$ cat config.mk
export PLATFORM = sky130hd
export DESIGN_NAME = multiplicador_fd
export DESIGN_NICKNAME = d
export VERILOG_FILES = /design/src/rtl/multiplicador_fd.sv
export SDC_FILE = /design/constraint.sdc
export NUM_CORES = 1
export LEC_CHECK = 0
export ABC_AREA = 1
export CORE_MARGIN = 2
export CORE_UTILIZATION = 25
export CTS_BUF_LIST = sky130_fd_sc_hd__clkbuf_16
export DETAILED_ROUTE_END_ITERATION = 8
export PLACE_DENSITY = 0.56
export SETUP_SLACK_MARGIN = 0.1
export SYNTH_ARGS = -nofsm -noshare
export SYNTH_HDL_FRONTEND = slang
export SYNTH_SLANG_ARGS = --single-unit
$ cat constraint.sdc
create_clock -name i_clk -period 2.8 [get_ports i_clk]
set_input_delay 0.7 -clock i_clk [delete_from_list [all_inputs] [get_ports i_clk]]
set_output_delay 0.7 -clock i_clk [all_outputs]
set_load 0.02 [all_outputs]
$ cat src/rtl/multiplicador_fd.sv
// Shift-and-add unsigned multiplier datapath: B, A/C accumulator, Q shifter and iteration counter.
// Optional MULT_PRODUCT_REG_EN registers the product on the done strobe and holds it across operations.
module multiplicador_fd #(
  parameter int N  = 8,
  parameter int CW = $clog2(N + 1)
) (
  input  logic           i_clk,
  input  logic           i_rst,
  input  logic           i_a_rst,
  input  logic           i_a_en,
  input  logic           i_a_ld,
  input  logic           i_b_en,
  input  logic           i_b_ld,
  input  logic           i_q_en,
  input  logic           i_q_ld,
  input  logic           i_cnt_en,
  input  logic           i_cnt_ld,
  input  logic           i_done,
  input  logic [N-1:0]   i_md,
  input  logic [N-1:0]   i_mr,
  output logic           o_qlsb,
  output logic           o_zero,
  output logic [2*N-1:0] o_product,
  output logic           o_product_valid
);

  logic [N-1:0]  r_b;
  logic [N-1:0]  r_a;
  logic          r_c;
  logic [N-1:0]  r_q;
  logic [CW-1:0] r_cnt;
  logic [N:0]    w_sum;

  assign w_sum = {1'b0, r_a} + {1'b0, r_b};

  always_ff @(posedge i_clk or posedge i_rst) begin
    if (i_rst) begin
      r_b <= '0;
    end else if (i_b_en && i_b_ld) begin
      r_b <= i_md;
    end
  end

  // The clear wins over any add or shift requested in the same cycle.
  always_ff @(posedge i_clk or posedge i_rst) begin
    if (i_rst) begin
      r_c <= 1'b0;
      r_a <= '0;
    end else if (i_a_rst) begin
      r_c <= 1'b0;
      r_a <= '0;
    end else if (i_a_en) begin
      if (i_a_ld) begin
        {r_c, r_a} <= w_sum;
      end else begin
        {r_c, r_a} <= {1'b0, r_c, r_a[N-1:1]};
      end
    end
  end

  always_ff @(posedge i_clk or posedge i_rst) begin
    if (i_rst) begin
      r_q <= '0;
    end else if (i_q_en) begin
      if (i_q_ld) begin
        r_q <= i_mr;
      end else begin
        r_q <= {r_a[0], r_q[N-1:1]};
      end
    end
  end

  // Counts down and saturates at zero instead of wrapping.
  always_ff @(posedge i_clk or posedge i_rst) begin
    if (i_rst) begin
      r_cnt <= '0;
    end else if (i_cnt_en) begin
      if (i_cnt_ld) begin
        r_cnt <= CW'(N);
      end else if (r_cnt != '0) begin
        r_cnt <= r_cnt - 1'b1;
      end
    end
  end

  assign o_qlsb = r_q[0];
  assign o_zero = (r_cnt == '0);

`ifdef MULT_PRODUCT_REG_EN
  logic [2*N-1:0] r_product;
  logic           r_product_valid;

  always_ff @(posedge i_clk or posedge i_rst) begin
    if (i_rst) begin
      r_product       <= '0;
      r_product_valid <= 1'b0;
    end else if (i_done) begin
      r_product       <= {r_a, r_q};
      r_product_valid <= 1'b1;
    end else if (i_q_en && i_q_ld) begin
      r_product_valid <= 1'b0;
    end
  end

  assign o_product       = r_product;
  assign o_product_valid = r_product_valid;
`else
  assign o_product       = {r_a, r_q};
  assign o_product_valid = i_done;
`endif

endmodule

Yosys cells after proc, flatten, opt, wreduce, memory -nomap -nowiden
Cells that the tools add are included.
Operators by class
  add/subtract/negate cells: 2
  multiply operators: 0
  div/mod/pow operators: 0
  magnitude comparators: 0
  eq/ne operators: 0
  shift-type cells: 0
  muxes and demuxes: 9
  bitwise logic cells: 0
  reductions and logical operators: 6
Operator list (count)
  8-bit 2-to-1 mux: 4
  8-bit by 8-bit adder with 9-bit output: 1
  4-bit 2-to-1 mux: 2
  4-bit zero test: 1
  2-bit nonzero test: 2
  4-bit nonzero test: 1
  4-bit by 1-bit subtractor with 4-bit output (second input constant): 1
  1-bit 2-to-1 mux: 3
  2-bit AND reduction: 1
  1-bit logical AND: 1
Storage, ports and cells
  flip-flop bits (word level): 29
  latch bits: 0
  memory bits (writable): 0
  ROM bits: 0
  word-level logic and storage cells: 22
  memories: 0

Logic depth before layout (Yosys ltp)
  depth in word-level cells: 4
  mapped depth: 12
  depth with buffers taken out: 12

Worst setup path before layout
No wires, ideal clock.
  path kind: reg2reg
  start point: register r_a[0]
  end point: register r_a[4]
  data arrival time: 1647 ps
  path slack: 1088 ps
  cell stages (with the launch flop): 12
  clock period less this slack: 1712 ps
  cell sequence: dfrtp_1 > ha_1 > inv_1 > fa_1 > inv_1 > nand2_1 > nand2_2 > nand2_2 > or2_1 > nand3_1 > nand2_1 > nand2_1
Between the ends
  cells in the longest elaborated chain, start to end: 4
RTL lines
  start, declared: line 28  | logic [N-1:0] r_a;
  start signal, assigned: line 54  | {r_c, r_a} <= w_sum;
  start signal, assigned: line 56  | {r_c, r_a} <= {1'b0, r_c, r_a[N-1:1]};
  8-bit by 8-bit adder with 9-bit output: line 34  | assign w_sum = {1'b0, r_a} + {1'b0, r_b};
  8-bit 2-to-1 mux: line 53  | if (i_a_ld) begin
  8-bit 2-to-1 mux: line 52  | end else if (i_a_en) begin
  8-bit 2-to-1 mux: line 49  | end else if (i_a_rst) begin
Every way passes these cells. The select of a mux whose other input is x is not followed.
A chain may end at the register's enable or synchronous reset.

Final worst setup path
  start point: register r_cnt[0]
  end point: output port o_zero
Between the ends
  cells in the longest elaborated chain, start to end: 1
RTL lines
  start, declared: line 31  | logic [CW-1:0] r_cnt;
  start signal, assigned: line 79  | r_cnt <= CW'(N);
  start signal, assigned: line 81  | r_cnt <= r_cnt - 1'b1;
  4-bit zero test: line 87  | assign o_zero = (r_cnt == '0);
  end, declared: line 22  | output logic o_zero,
Every way passes these cells.

==> metrics.md <==
| Metric | Value |
|---|---|
| Mapped Nets | `258` |
| Final Hold Vio Count | `0` |
| LEAKAGE | `1.15 nW` |
| Row Count | `30` |
| Largest net degree at the start of global routing | `30` |
| Syn Area/Cell | `8.03 µm²` |
| Vias in the first global route | `1,522` |
| WL final | `3.78 mm` |
| Num CTS Buffers | `5` |
| Seq/Total Area, Yosys | `0.413` |
| Detailed-route DRC error count | `0` |
| R2R cell count | `10` |
| Utilization after layout | `0.359` |
| Reg2reg start | `r_a[0]$_DFFE_PP0P_` |
| RSZ-0062 raised after global routing | `no` |
| Post-synth top area share | `0.413` |
| Port Buf Inserts | `44` |
| CP delay by family, top | `buffers and inverters` |
| Ys async rst share | `1.00` |
| Hold wc startpoint | `r_c$_DFFE_PP0P_` |
| Prevailing post-synth register cell | `dfrtp_1` |
| Total Die Area | `7720 µm²` |
| Maximum vdd drop | `0.327 mV` |
| Finish-stage setup viols | `0` |
| Gr ovfl total | `0` |
| Starting Density | `0.259` |
| Drt first-iter violations | `69` |
| Clk Latency, worst-skew pair | `0.27 ns` |
| Worst Skew | `0.00608 ns` |
| CP endpoint kind | `primary output` |
| Slew Limit Fails | `0` |
| Core area | `6790 µm²` |
| Area after DPL | `2300 µm²` |
| H-tree depth | `2` |
| Worst-Margin Slew | `0.497 ns` |
| Setup_tns | `0 ns` |
| Die height | `87.9 µm` |
| Sink of the worst hold path | `r_c$_DFFE_PP0P_` |
| Net count, final | `306` |
| Max Fclk | `413 MHz` |
| Slew margin rel. | `0.668` |
| CP max stage delay | `0.63 ns` |
| Crit path time final | `2.42 ns` |
| First-pass GRT wire length | `6.70 mm` |
| Register bit count reported by yosys | `29` |
| CP Buf/Inv Count | `2` |
| GP Congestion | `0.807` |
| CP max FO | `4` |
| WP depth | `5` |
| Reg clk slew, reported paths | `0.04 ns` |
| Hold Crit Depth | `2` |
| Crit path cell chain | `inv_1 -> ha_1 -> nand2_1 -> nor2_2 -> clkdlybuf4s50_1` |
| Clock Sinks | `29` |
| I/O pin cnt | `47` |
| Register area | `726 µm²` |
| Post-synth EDFFs | `0` |
| Top cells by area, synth | `dfrtp_1 (41%), nand2_1 (12%), ha_1 (7.1%)` |
| Max clock buf depth | `2` |
| Critical Path Slowest Stage Cell | `clkdlybuf4s50_1` |
| FILL cells | `709` |
| Setup Buffers After CTS | `0` |
| Design area | `2440 µm²` |
| Area of the multi-input gates | `886 µm²` |
| Power Density | `620 nW/µm²` |
| Vias post-DR | `1,514` |
| GRT Overall Usage | `0.112` |
| CTS resizes | `0` |
| Pre-Repair DR Iteration Count | `4` |
| Crit Path Class | `reg2out` |
| Critical path launch point type | `flip-flop` |
| ANT nets after route | `0` |
| Synth-to-Final Area Change | `38.5%` |
| Synth cell types | `30` |
| HPWL Detailed | `3.00 mm` |
| Antenna Cells | `0` |
| Synth Cell Area | `1760 µm²` |
| Worst reg2reg path endpoint | `r_c$_DFFE_PP0P_` |
| Worst EP required | `2.10 ns` |
| Hold-fix buffers, CTS | `0` |
| Layout cell share with drive strength beyond 1 | `0.119` |
| Initial antenna violation count | `0` |
| MaxCap Viol Count | `0` |
| Hold WC Path Type | `reg2reg` |
| Wire per inst | `10.4 µm` |
| Crit path DAT | `1.72 ns` |
| FF-to-FF setup slack | `1.09 ns` |
| Dominant cell type by area after synthesis | `dfrtp_1` |
| Root buffer cell | `clkbuf_16` |
| Synthesis Warnings | `0` |
| Vias per inst | `4.16` |
| Fin crit share | `0.865` |
| CTS tree | `built` |
| Outcome | `finished clean` |
| Mapped Cells | `219` |
| Die width | `87.9 µm` |
-- worst max path at each step --
| stage | startpoint | end | slack, ns |
|---|---|---|---|
| after floorplan | r_a[0]$_DFFE_PP0P_ | r_a[4]$_DFFE_PP0P_ | 1.09 |
| after global placement | r_cnt[0]$_DFFE_PP0P_ | o_zero | 0.69 |
| after detailed placement | r_cnt[0]$_DFFE_PP0P_ | o_zero | 0.67 |
| after CTS | r_cnt[0]$_DFFE_PP0P_ | o_zero | 0.36 |
| after global routing | r_cnt[0]$_DFFE_PP0P_ | o_zero | 0.27 |
| final | r_cnt[0]$_DFFE_PP0P_ | o_zero | 0.38 |
-- layout by cell type (no fill, tap or decap), types with 2 or more instances in the layout --
cell and count:
xnor2_1 2, o22ai_1 2, ha_1 10, o31ai_1 2, nand2_1 56, nand3_1 9, nor2_1 17, buf_4 2
inv_2 2, nand2_2 7, mux2_2 7, nand3_2 2, nor2_2 3, o21ai_1 11, inv_1 30, o21a_1 2
a21oi_1 8, dfrtp_1 29, o21ai_0 8, or2_4 2, or2_1 2, clkbuf_16 5, clkdlybuf4s50_1 44
-- worst reg2reg max path, cell delays in order (launching register included) --
cell and delay, ns:
dfrtp_1 0.38, ha_1 0.18, inv_1 0.05, fa_1 0.40
inv_1 0.07, nand2_1 0.05, nand2_2 0.08, nand2_2 0.06
o31ai_1 0.23, nand2_1 0.08, nand2_1 0.07
-- area by class of cell --
cell class,instances,area share
inverters,30,0.0462
well taps,96,0.0493
clock inverters,3,0.00462
clock buffers,5,0.0514
flip-flops and latches,29,0.298
repair buffers,46,0.187
multi-input cells,155,0.364
-- where the power goes --
part	switching [mW]	internal, mW
clock	0.165	0.317
sequential	0.0520	0.487
combinational	0.257	0.233
-- flip-flops by register name (all words and copies together), names as in the netlist --
signal  cells
r_a         8
r_q         8
r_c         1
r_b         8
r_cnt       4
-- metal layers --
layer / routed length (µm) / global-route usage / vias up
met4: 53 / 0.0503 / 0
li1: - / - / 790
met2: 1840 / 0.185 / 30
met3: 205 / 0.0339 / 6
met5: 0 / 0 / -
met1: 1680 / 0.133 / 688
-- logic make-up after synthesis --
group | count (synthesis) | share of synthesized area
buffers and inverters | 35 | 0.0839
adders and majority gates | 11 | 0.0825
muxes | 7 | 0.0448
and+or+nand+nor | 100 | 0.255
DFF | 29 | 0.413
xor gates and xnor gates | 3 | 0.0149
AOI/OAI and AO/OA | 34 | 0.106
-- synthesized netlist by cell type, types with 3 or more instances --
cell / number
o21ai_1: 11
nor2_1: 17
inv_1: 27
dfrtp_1: 29
o21ai_0: 8
mux2_2: 7
ha_1: 10
nand3_1: 9
nor2_2: 3
nand2_1: 56
nand2_2: 7
a21oi_1: 8
-- per-stage QoR --
step	total power [mW]	hold slack [ns]	worst slack, ns	instances
detailed placement	1.04	0.469	0.667	356
floorplan	0.874	0.450	1.09	219
CTS	1.54	0.488	0.363	364
finish	1.51	0.479	0.377	364
global placement	1.03	0.466	0.694	356
global route	1.63	0.536	0.265	364
(Power assumes the default switching activity.)
